`src/rtl/vga_pattern_gen.sv`:
```
// Framebuffer test-pattern writer: raster-scans a latched resolution and
// emits one (x, y, color) write per valid/ready transfer.
module vga_pattern_gen #(
    parameter int H_WIDTH   = 11,
    parameter int V_WIDTH   = 11,
    parameter int COLOR_W   = 2,
    parameter int BOX_SIZE  = 100,
    parameter int STEP      = 4,
    parameter int BAR_SHIFT = 5,
    parameter int CHK_SHIFT = 4,
    parameter int BOX_COLOR = 1
) (
    input  logic               clk_i,
    input  logic               arstn_i,
    input  logic [H_WIDTH-1:0] res_x_i,
    input  logic [V_WIDTH-1:0] res_y_i,
    input  logic [1:0]         mode_i,
    input  logic               start_i,
    output logic [H_WIDTH-1:0] addr_x_o,
    output logic [V_WIDTH-1:0] addr_y_o,
    output logic [COLOR_W-1:0] color_o,
    output logic               valid_o,
    input  logic               ready_i,
    output logic               frame_done_o
);

    typedef enum logic {IDLE, SCAN} state_t;

    localparam logic [H_WIDTH:0]   BOX_X  = (H_WIDTH+1)'(BOX_SIZE);
    localparam logic [V_WIDTH:0]   BOX_Y  = (V_WIDTH+1)'(BOX_SIZE);
    localparam logic [H_WIDTH:0]   STEP_X = (H_WIDTH+1)'(STEP);
    localparam logic [V_WIDTH:0]   STEP_Y = (V_WIDTH+1)'(STEP);
    localparam logic [H_WIDTH-1:0] STEP_H = H_WIDTH'(STEP);
    localparam logic [V_WIDTH-1:0] STEP_V = V_WIDTH'(STEP);

    state_t state_q, state_d;
    logic [H_WIDTH-1:0] x_q, x_d, rx_q, rx_d, lx_q, lx_d, bx_q, bx_d;
    logic [V_WIDTH-1:0] y_q, y_d, ry_q, ry_d, ly_q, ly_d, by_q, by_d;
    logic [1:0]         md_q, md_d;
    logic               dxn_q, dxn_d, dyn_q, dyn_d;
    logic [COLOR_W-1:0] color_q, color_d;
    logic               valid_q, valid_d, done_q, done_d;

    logic               xfer, eol, eof, in_x, in_y;
    logic [H_WIDTH:0]   sx;
    logic [V_WIDTH:0]   sy;

    assign xfer = valid_q && ready_i;
    assign eol  = (x_q == rx_q - H_WIDTH'(1));
    assign eof  = eol && (y_q == ry_q - V_WIDTH'(1));
    assign sx   = {1'b0, bx_q} + STEP_X;
    assign sy   = {1'b0, by_q} + STEP_Y;

    // State and datapath registers; outputs are driven straight from these
    always_ff @(posedge clk_i or negedge arstn_i) begin
        if (!arstn_i) begin
            state_q <= IDLE;
            x_q     <= '0;
            y_q     <= '0;
            rx_q    <= '0;
            ry_q    <= '0;
            lx_q    <= '0;
            ly_q    <= '0;
            md_q    <= '0;
            bx_q    <= '0;
            by_q    <= '0;
            dxn_q   <= 1'b0;
            dyn_q   <= 1'b0;
            color_q <= '0;
            valid_q <= 1'b0;
            done_q  <= 1'b0;
        end else begin
            state_q <= state_d;
            x_q     <= x_d;
            y_q     <= y_d;
            rx_q    <= rx_d;
            ry_q    <= ry_d;
            lx_q    <= lx_d;
            ly_q    <= ly_d;
            md_q    <= md_d;
            bx_q    <= bx_d;
            by_q    <= by_d;
            dxn_q   <= dxn_d;
            dyn_q   <= dyn_d;
            color_q <= color_d;
            valid_q <= valid_d;
            done_q  <= done_d;
        end
    end

    // Next pixel, frame-start latch and per-frame box motion
    always_comb begin
        state_d = state_q;
        x_d     = x_q;
        y_d     = y_q;
        rx_d    = rx_q;
        ry_d    = ry_q;
        lx_d    = lx_q;
        ly_d    = ly_q;
        md_d    = md_q;
        bx_d    = bx_q;
        by_d    = by_q;
        dxn_d   = dxn_q;
        dyn_d   = dyn_q;
        valid_d = valid_q;
        done_d  = 1'b0;
        if (start_i || (state_q == SCAN && xfer && eof)) begin
            state_d = SCAN;
            valid_d = 1'b1;
            x_d     = '0;
            y_d     = '0;
            rx_d    = res_x_i;
            ry_d    = res_y_i;
            md_d    = mode_i;
            lx_d    = ({1'b0, res_x_i} >= BOX_X) ?
                      res_x_i - BOX_X[H_WIDTH-1:0] : '0;
            ly_d    = ({1'b0, res_y_i} >= BOX_Y) ?
                      res_y_i - BOX_Y[V_WIDTH-1:0] : '0;
            if (!start_i) begin
                done_d = 1'b1;
                unique case (1'b1)
                    (md_q == 2'd2): begin
                        if (sy > {1'b0, ly_q}) begin
                            by_d = '0;
                            bx_d = (sx > {1'b0, lx_q}) ?
                                   '0 : sx[H_WIDTH-1:0];
                        end else begin
                            by_d = sy[V_WIDTH-1:0];
                        end
                    end
                    (md_q == 2'd3): begin
                        if (!dxn_q) begin
                            if (sx > {1'b0, lx_q}) begin
                                bx_d  = lx_q;
                                dxn_d = 1'b1;
                            end else begin
                                bx_d = sx[H_WIDTH-1:0];
                            end
                        end else if ({1'b0, bx_q} < STEP_X) begin
                            bx_d  = '0;
                            dxn_d = 1'b0;
                        end else begin
                            bx_d = bx_q - STEP_H;
                        end
                        if (!dyn_q) begin
                            if (sy > {1'b0, ly_q}) begin
                                by_d  = ly_q;
                                dyn_d = 1'b1;
                            end else begin
                                by_d = sy[V_WIDTH-1:0];
                            end
                        end else if ({1'b0, by_q} < STEP_Y) begin
                            by_d  = '0;
                            dyn_d = 1'b0;
                        end else begin
                            by_d = by_q - STEP_V;
                        end
                    end
                    default: ;
                endcase
            end
        end else if (state_q == SCAN && xfer) begin
            if (eol) begin
                x_d = '0;
                y_d = y_q + V_WIDTH'(1);
            end else begin
                x_d = x_q + H_WIDTH'(1);
            end
        end
    end

    // Color of the pixel about to be presented, using the next-cycle settings
    always_comb begin
        in_x = ({1'b0, x_d} >= {1'b0, bx_d}) &&
               ({1'b0, x_d} < ({1'b0, bx_d} + BOX_X));
        in_y = ({1'b0, y_d} >= {1'b0, by_d}) &&
               ({1'b0, y_d} < ({1'b0, by_d} + BOX_Y));
        color_d = '0;
        unique case (md_d)
            2'd0:    color_d = x_d[BAR_SHIFT+COLOR_W-1:BAR_SHIFT];
            2'd1:    color_d = (x_d[CHK_SHIFT] ^ y_d[CHK_SHIFT]) ?
                               {COLOR_W{1'b1}} : '0;
            default: color_d = (in_x && in_y) ? COLOR_W'(BOX_COLOR) : '0;
        endcase
    end

    assign addr_x_o     = x_q;
    assign addr_y_o     = y_q;
    assign color_o      = color_q;
    assign valid_o      = valid_q;
    assign frame_done_o = done_q;

endmodule

```
`config.mk`:
```
export PLATFORM = sky130hd
export DESIGN_NAME = vga_pattern_gen
export DESIGN_NICKNAME = d
export VERILOG_FILES = /design/src/rtl/vga_pattern_gen.sv
export SDC_FILE = /design/constraint.sdc
export NUM_CORES = 1
export LEC_CHECK = 0
export ABC_CLOCK_PERIOD_IN_PS = 7800
export CAP_MARGIN = 30
export CORE_MARGIN = 4
export CORE_UTILIZATION = 50
export CTS_BUF_LIST = sky130_fd_sc_hd__clkbuf_8
export DETAILED_ROUTE_END_ITERATION = 7
export PLACE_DENSITY = 0.66
export SYNTH_ARGS = -nofsm -noshare
export SYNTH_HDL_FRONTEND = slang
export SYNTH_SLANG_ARGS = --single-unit
```
`constraint.sdc`:
```
create_clock -name clk_i -period 7.8 [get_ports clk_i]
set_clock_uncertainty 0.2 [all_clocks]
set_input_delay 2.34 -clock clk_i [delete_from_list [all_inputs] [get_ports clk_i]]
set_output_delay 2.34 -clock clk_i [all_outputs]
set_load 0.005 [all_outputs]
```
==> After elaboration in Yosys (flattened, before gate mapping) <==
Index checks and enable logic that the tools add are counted.
W data, S select, Z words.
{ "word_totals": {"inputBits": 28, "reg_bits": 96, "out_inout_bits": 26, "wordCells": 88} }
{ "op_classes": {"n_lt_le_gt_ge": 10, "mux": 35, "bitwise": 2, "addsub": 12, "reduce_logical": 10, "n_eq_ne": 5} }
{ "ops": {"columns": ["operator", "n"], "rows": [
  ["$mux W11", 21],
  ["$pmux W11 S2", 2],
  ["$add A11 B3 Y12 const B", 2],
  ["$add A11 B7 Y12 const B", 2],
  ["$gt A12 B11 Y1", 2],
  ["$lt A11 B12 Y1", 2],
  ["$add A11 B1 Y11 const B", 2],
  ["$eq A11 B11 Y1", 2],
  ["$ge A11 B11 Y1", 2],
  ["$ge A11 B7 Y1 const B", 2],
  ["$lt A11 B3 Y1 const B", 2],
  ["$sub A11 B1 Y11 const B", 2],
  ["$sub A11 B3 Y11 const B", 2],
  ["$sub A11 B7 Y11 const B", 2],
  ["$mux W1", 9],
  ["$logic_and A1 B1 Y1", 7],
  ["$eq A2 B2 Y1 const B", 2],
  ["$mux W2", 2],
  ["$pmux W2 S2", 1],
  ["$reduce_and A3 Y1", 1],
  ["$eq A2 B1 Y1 const B", 1],
  ["$logic_not A2 Y1", 1],
  ["$logic_or A1 B1 Y1", 1],
  ["$not A1 Y1", 1],
  ["$xor A1 B1 Y1", 1]
]} }

==> Logic depth before layout (Yosys ltp) <==
Gate-level depths: netlist of run 1.
{ "logic_depth": {"depth_word": 13, "depth_mapped": 29, "ltp_nobuf": 27} }

==> Least setup slack after synthesis of run 1 <==
OpenSTA, ideal clock, no wires.
{ "synth_timing": {"kind": "input port to flip-flop", "from": "in ready_i", "to": "reg color_q[0], in the netlist color_o[0]", "path_stages": 22, "slack_ps": 1459, "arrival_ps": 6022, "setup_ps": 120, "required_ps": 7480, "path_buffers": 4, "path_cell_list": "and2_1 > clkbuf_1 > nand4_1 > nor4_2 > nand4b_1 > buf_4 > o21bai_1 > clkbuf_1 > buf_1 > a21oi_1 > ha_1 > nor2b_1 > o21a_1 > o21ai_0 > nand2b_1 > a21oi_1 > o21ai_0 > a21oi_1 > nor2b_1 > o31a_1 > o31a_1 > a31o_1"} }
{ "synth_between": {"word_cells_on_any_way": 26, "classes_between": "add/sub: 2; order compare: 4; eq/ne: 1; mux: 10; bitwise: 1; reduce/logical: 8"} }
{ "synth_lines": {"columns": ["item", "line_no", "rtl"], "rows": [
  ["start, declared", "23", "input logic ready_i,"],
  ["$logic_and A1 B1 Y1 (*)", "48", "assign xfer = valid_q && ready_i;"],
  ["$logic_and A1 B1 Y1 (*)", "107, 162", null],
  ["$logic_and A1 B1 Y1", "107", "if (start_i || (state_q == SCAN && xfer && eof)) begin"],
  ["$logic_or A1 B1 Y1", "107", null],
  ["$mux W11 (*)", "107", null],
  ["via y_d[1]", "38", "logic [V_WIDTH-1:0] y_q, y_d, ry_q, ry_d, ly_q, ly_d, by_q, by_d;"],
  ["$lt A11 B12 Y1 / $ge A11 B11 Y1 (equally long branches)", "177, 176", null],
  ["$logic_and A1 B1 Y1 (*)", "176", "in_y = ({1'b0, y_d} >= {1'b0, by_d}) &&"],
  ["$logic_and A1 B1 Y1 (*)", "183", "default: color_d = (in_x && in_y) ? COLOR_W'(BOX_COLOR) : '0;"],
  ["$mux W1 (*)", "183", null],
  ["$pmux W2 S2 (*)", "179", "unique case (md_d)"],
  ["via color_d[0]", "41", "logic [COLOR_W-1:0] color_q, color_d;"],
  ["end signal, assigned", "85", "color_q <= color_d;"],
  ["end, declared", "41", null]
]} }
The timed path passes the listed nets; every way through them passes the cells marked *.
A chain may end at the register's enable or synchronous reset.

==> Worst setup path after layout of run 1 <==
{ "layout_timing": {"from": "reg bx_q[2]", "to": "reg color_q[0], in the netlist color_o[0]"} }
{ "layout_between": {"elab_chain_len": 13, "word_cells_on_any_way": 19, "classes_between": "add/sub: 3; order compare: 4; mux: 10; reduce/logical: 2"} }
{ "layout_lines": {"columns": ["item", "line_no", "rtl"], "rows": [
  ["start, declared", "37", "logic [H_WIDTH-1:0] x_q, x_d, rx_q, rx_d, lx_q, lx_d, bx_q, bx_d;"],
  ["start signal, assigned", "65", "bx_q <= '0;"],
  ["start signal, assigned", "81", "bx_q <= bx_d;"],
  ["$add A11 B3 Y12", "51", "assign sx = {1'b0, bx_q} + STEP_X;"],
  ["$gt A12 B11 Y1", "125, 133", null],
  ["$mux W11 (on tied branches)", "133, 125", null],
  ["$mux W11 (on tied branches)", "132, 123", null],
  ["$pmux W11 S2 (*)", "121", "unique case (1'b1)"],
  ["$mux W11 (*)", "119", "if (!start_i) begin"],
  ["$mux W11 (*)", "107", null],
  ["via bx_d[3]", "37", null],
  ["$add A11 B7 Y12", "175", "({1'b0, x_d} < ({1'b0, bx_d} + BOX_X));"],
  ["$lt A11 B12 Y1", "175", null],
  ["$logic_and A1 B1 Y1 (*)", "174", "in_x = ({1'b0, x_d} >= {1'b0, bx_d}) &&"],
  ["$logic_and A1 B1 Y1 (*)", "183", null],
  ["$mux W1 (*)", "183", null],
  ["$pmux W2 S2 (*)", "179", null],
  ["via color_d[0]", "41", null]
]} }
Marks and branches as above.

==> metrics.yaml, run 1 <==
status:
  outcome: "complete, no violations"
worst_setup_path:
  arrival_ns: 6.87
  path_max_fanout: 11
  cp_slowest_cell: "a2111oi_0"
  max_stage_delay_ns: 0.73
  r2r_cells: 25
  path_common_cell: "o21a_1"
  start_kind: "flop"
  crit_type: "reg2reg"
  end_kind: "flop"
  path_buf_inv: 2
  path_depth: 25
  crit_family: "compound AO/OA/AOI/OAI gates"
  cp.required_ns: 7.93
clock_network:
  ctsResizeCount: 0
  clock_path_buffers: 2
  cts_root_buf: "clkbuf_8"
  clkTransAtPathRegs_ns: 0.10
  clkSinkCount: 96
  cts_tree: "done"
  clk-insertion-delay-late_ns: 0.39
  postCtsSetupBuffers: 0
  numCtsBuffers: 9
  htree_num_levels: 3
  holdBufCountCts: 0
synthesis:
  ys_seq_area_frac: 0.288
  async_reset_ff_frac: 1.00
  yosys.cell_types.count: 78
  synth_edf_count: 0
  ys_ff_latch: 96
  syn-num-nets: 1127
  synth_area_leaders: "dfrtp_1, ha_1, xnor2_1"
  synth_top_area_frac: 0.288
  ys_dominant_reg_cell: "dfrtp_1"
  ys_warn_count: 0
  syn_area_um2: 8330
  yosys.area.top_type: "dfrtp_1"
  synth.avg_cell_area_um2: 8.14
  syn_inst: 1024
global_routing:
  grt_max_degree: 52
  grt_pass1_vias: 7322
  grt_pass1_wl_um: 39000
  antenna_found_initial: 0
  grt_util_all_layers: 0.267
  overflow: 0
floorplanning:
  die_h_um: 137
  io_pins: 54
  core_um2: 16100
  fp.dieArea_um2: 18800
  die_w_um: 137
  initial_core_util: 0.517
  rows: 46
cells_and_area:
  drive_gt1_frac: 0.0550
  mostFrequentLayoutCell: "nand2_1"
  area_growth_syn_to_layout_pct: 11.0
  antenna_cells: 0
  final_area_um2: 9240
  layout.nets: 1152
  fin_cells: 1270
  final_cell_mix: "nand2_1, dfrtp_1, ha_1"
drt:
  via_per_inst: 5.99
  vias: 7604
  wl_per_cell_um: 19.1
  drt_iter0_drc: 703
  antenna_left: 0
  finalWirelength_um: 24200
  dr.pass1.iters: 5
  drc: 0
worst_hold_path:
  hold_depth: 2
  hp-class: "reg2reg"
placement:
  placed_cell_area_um2: 9010
  dp_slack_ns: 0.832
  dp.final_hpwl_um: 18800
  routabilityCongestion: 0.937
  placed_cells: 1254
  numPortBuffers: 53
pwr:
  comb_power_share: 0.184
  leakage_nw: 4.02
  power_density_nw_per_um2: 125
  p_int_uw: 807
  p_switching_uw: 353
  sequentialPowerShare: 0.481
  ir_worst_vdd_v: 0.0000922
  switching_share: 0.304
  clkPwrFrac: 0.335
sta:
  finalWorstSetupSlack_ns: 1.06
  min_period_ns: 6.74
  drv_slew: 0
  rsz0062_at_grt: "no"
  fmax_ghz: 0.148
  worst_slew_pin_slew_ns: 0.972
  finalCritPeriodShare: 0.864
  relSlewSlack: 0.352
  fin_tns_setup_ns: 0
  final_hold_viol_count: 0
  finalSetupViolations: 0
flow_run:
  cap_viol_max_count: 0
[final cells by class]
| type | count | area [µm²] |
|---|---|---|
| clock buffer | 11 | 151 |
| tap | 216 | 270 |
| clock inverter | 5 | 78.8 |
| multi-input combinational | 812 | 5490 |
| sequential | 96 | 2400 |
| fill | 1548 | 6870 |
| inverter | 68 | 255 |
| timing repair buffer | 62 | 593 |
[per-stage QoR]
| stage | utilization | power (mW) | hold slack (ns) |
|---|---|---|---|
| 6_report | 0.574 | 1.16 | 0.308 |
| 5_1_grt | 0.574 | 1.22 | 0.341 |
| 4_1_cts | 0.574 | 1.17 | 0.309 |
| 3_5_place_dp | 0.559 | 0.780 | 0.287 |
| 3_3_place_gp | 0.559 | 0.777 | 0.275 |
| 2_1_floorplan | - | 0.699 | 0.258 |
[routing by layer]
layer  vias up  track usage  routed length, µm
met5         -            0                  0
met2       275        0.449              11500
met4         0       0.0937                835
li1       3695            -                  -
met3        51       0.0404               1310
met1      3583        0.348              10600
[cell families after synthesis]
| logic type | share of synthesized area |
|---|---|
| multiplexers | 0.0123 |
| AND/OR/NAND/NOR | 0.244 |
| XOR/XNOR | 0.0988 |
| buffers and inverters | 0.0539 |
| flip-flops | 0.288 |
| AO/OA/AOI/OAI | 0.190 |
| adder cells (fa/ha/maj) | 0.113 |
[final timing paths]
check / startpoint / endpoint / slack (ns)
setup reg to reg: bx_q[2] / color_o[0] / 1.06
setup / recovery: bx_q[2] / color_o[0] / 1.06
max in group asynchronous: arstn_i / by_q[5] / 4.52
hold / removal: rx_q[10] / rx_q[10] / 0.31
hold reg to reg: rx_q[10] / rx_q[10] / 0.31
min in group asynchronous: arstn_i / rx_q[1] / 1.74
[flip-flops by register name, summed over array words and instances (netlist names)]
signal,count
frame_done_o,1
addr_y_o,11
lx_q,11
bx_q,11
rx_q,11
valid_o,1
by_q,11
addr_x_o,11
dyn_q,1
ry_q,11
md_q,2
ly_q,11
color_o,2
dxn_q,1
[power by group through the flow]
| stage | Sequential [mW] | Combinational, mW | Clock (mW) |
|---|---|---|---|
| after floorplan | 0.551 | 0.148 | 0 |
| after global placement | 0.567 | 0.210 | 0 |
| after detailed placement | 0.568 | 0.212 | 0 |
| after CTS | 0.558 | 0.213 | 0.396 |
| after global routing | 0.562 | 0.240 | 0.419 |
| final | 0.559 | 0.213 | 0.388 |
[synthesized netlist by cell type (all sizes together), types with 11 or more instances]
library cell and instances:
a211oi 12, a31oi 16, nand3 50, or3 16, nand4 18, xnor2 62, o21ai 69, nor4 11
clkbuf 39, a21oi 53, xor2 32, o21a 14, inv 66, nor2 71, dfrtp 96, nor3 37
nor2b 13, nand2 116, ha 75, a21o 11
[tightest hold or removal path: cells and delay by family (launching register included)]
family,cells,cell delay (ns)
and+or+nand+nor,2,0.11
DFF,1,0.37
Note: power is estimated with default switching activity, not from simulation.
==> run 2, diff against run 1 <==
Settings changed: SLEW_MARGIN from default to 20.
==> metrics.yaml, run 2 (synthesis gave the netlist of run 1 again) <==
worst_setup_path:
  worstReg2RegStart: "bx_q[2]"
  cp_cell_sequence: "clkdlybuf4s50_1, and2_1, nand4_1, nor4_2, nand3_1, nor4_1, o21ai_0, o21a_1, ha_1, inv_1, ha_1, o21a_1, o21a_1, o21a_1, o21a_1, o21a_1, o21ai_0, a21oi_1, o31ai_1, a31o_1"
  cp-startpoint: "ready_i"
  path_common_cell: "o21a_1"
  path_max_fanout: 5  # -6
  end_kind: "flop"
  cp_slowest_cell: "nor4_1"
  r2r_cells: 25  # unchanged
  regToRegSetupSlack_ns: 1.15  # +0.08 ns
  setup.worst_path.end: "color_o[0]"
  cp.required_ns: 7.94  # about the same
  max_stage_delay_ns: 0.67  # -0.06 ns
  crit_type: "in2reg"
  rr_endpoint: "color_o[0]"
  arrival_ns: 6.80  # -0.07 ns
  start_kind: "input port"
sta:
  finalSetupViolations: 0  # unchanged
  fmax_ghz: 0.150  # +1.3%
  fin_tns_setup_ns: 0  # unchanged
  finalHoldWorstSlack_ns: 0.305  # -0.00287 ns
  final_hold_viol_count: 0  # unchanged
  worst_slew_pin_slew_ns: 0.993  # +0.0220 ns
  relSlewSlack: 0.338  # -0.0146
  min_period_ns: 6.65  # -0.0840 ns
  drv_slew: 0  # unchanged
  finalCritPeriodShare: 0.853  # -0.0108
  finalWorstSetupSlack_ns: 1.15  # +0.0840 ns
  rsz0062_at_grt: "no"
global_routing:
  grt_util_all_layers: 0.265  # -0.00167
  antenna_found_initial: 0  # unchanged
  grt_pass1_vias: 7236  # -1.2%
  grt_max_degree: 52  # unchanged
  grt_pass1_wl_um: 38800  # -0.41%
  overflow: 0  # unchanged
drt:
  vias: 7636  # +0.42%
  finalWirelength_um: 24100  # -0.42%
  drt_iter0_drc: 701  # -0.28%
  drc: 0  # unchanged
  dr.pass1.iters: 8  # +3
  via_per_inst: 6.02  # +0.50%
  wl_per_cell_um: 19.0  # -0.34%
  antenna_left: 0  # unchanged
placement:
  placed_cell_area_um2: 9010  # about the same
  placed_cells: 1254  # unchanged
  dp_slack_ns: 0.869  # +0.0364 ns
  numPortBuffers: 53  # unchanged
  routabilityCongestion: 0.937  # unchanged
  dp.final_hpwl_um: 18700  # -0.22%
floorplanning:
  initial_core_util: 0.517  # unchanged
  die_h_um: 137  # unchanged
  core_um2: 16100  # unchanged
  die_w_um: 137  # unchanged
  io_pins: 54  # unchanged
  rows: 46  # unchanged
  fp.dieArea_um2: 18800  # unchanged
clock_network:
  clk-insertion-delay-late_ns: 0.39  # about the same
  cts_tree: "done"
  postCtsSetupBuffers: 0  # unchanged
  clock_path_buffers: 2  # unchanged
  holdBufCountCts: 0  # unchanged
  clkSinkCount: 96  # unchanged
  ctsResizeCount: 0  # unchanged
  htree_num_levels: 3  # unchanged
  numCtsBuffers: 9  # unchanged
  cts_root_buf: "clkbuf_8"
  clkTransAtPathRegs_ns: 0.10  # about the same
cells_and_area:
  fin_cells: 1269  # -0.079%
  mostFrequentLayoutCell: "nand2_1"
  fin_util: 0.570  # -0.00365
  layout.nets: 1152  # unchanged
  fillCellCount: 1524  # -1.6%
  area_growth_syn_to_layout_pct: 10.3
  antenna_cells: 0  # unchanged
  final_area_um2: 9190  # -0.64%
  final_cell_mix: "nand2_1, dfrtp_1, ha_1"
  drive_gt1_frac: 0.0522  # -0.00280
pwr:
  p_int_uw: 739  # -8.4%
  clkPwrFrac: 0.290  # -0.045
  p_switching_uw: 348  # -1.4%
  leakage_nw: 3.99  # -0.70%
  ir_worst_vdd_v: 0.0000897  # -2.7%
  power.total_mw: 1.09  # -6.3%
  power_density_nw_per_um2: 118  # -5.7%
  comb_power_share: 0.196  # +0.012
  sequentialPowerShare: 0.514  # +0.033
  switching_share: 0.320  # +0.0160
flow_run:
  cap_viol_max_count: 0  # unchanged
worst_hold_path:
  hp-class: "reg2reg"
status:
  outcome: "complete, no violations"
run 2: area by class of cell:
cell class	count	area [µm²]	area share
multi-input combinational	812	5490	0.598
sequential	96	2400	0.262
clock inverter	4	21.3	0.00232
clock buffer	11	151	0.0165
tap	216	270	0.0294
timing repair buffer	62	592	0.0644
inverter	68	255	0.0278
run 2: how the worst min path moves through the flow:
stage / start / endpoint / slack, ns / cells after the start
2_1_floorplan: rx_q[10] / rx_q[10] / 0.26 / 2
3_5_place_dp: rx_q[10] / rx_q[10] / 0.29 / 2
5_1_grt: valid_o / valid_o / 0.34 / 1
3_3_place_gp: rx_q[10] / rx_q[10] / 0.28 / 2
6_report: rx_q[10] / rx_q[10] / 0.30 / 2
4_1_cts: rx_q[10] / rx_q[10] / 0.31 / 2
run 2: routing by layer:
metal,part of all wire,up-vias,track usage
met1,0.43,3615,0.342
met3,0.058,51,0.0412
met4,0.029,0,0.0826
met5,0,-,0
li1,-,3700,-
met2,0.48,270,0.455
run 2: critical path: cells and delay by family:
family,cells,cell delay [ns]
AOI/OAI and AO/OA,11,1.75
and+or+nand+nor,5,1.67
buffers and inverters,2,0.49
adders and majority gates,2,0.55
run 2: power by group through the flow:
| stage | Clock (mW) | Sequential (mW) | Combinational (mW) |
|---|---|---|---|
| 2_1_floorplan | 0 | 0.551 | 0.148 |
| 3_3_place_gp | 0 | 0.567 | 0.210 |
| 3_5_place_dp | 0 | 0.568 | 0.212 |
| 4_1_cts | 0.323 | 0.558 | 0.213 |
| 5_1_grt | 0.340 | 0.562 | 0.240 |
| 6_report | 0.315 | 0.558 | 0.213 |
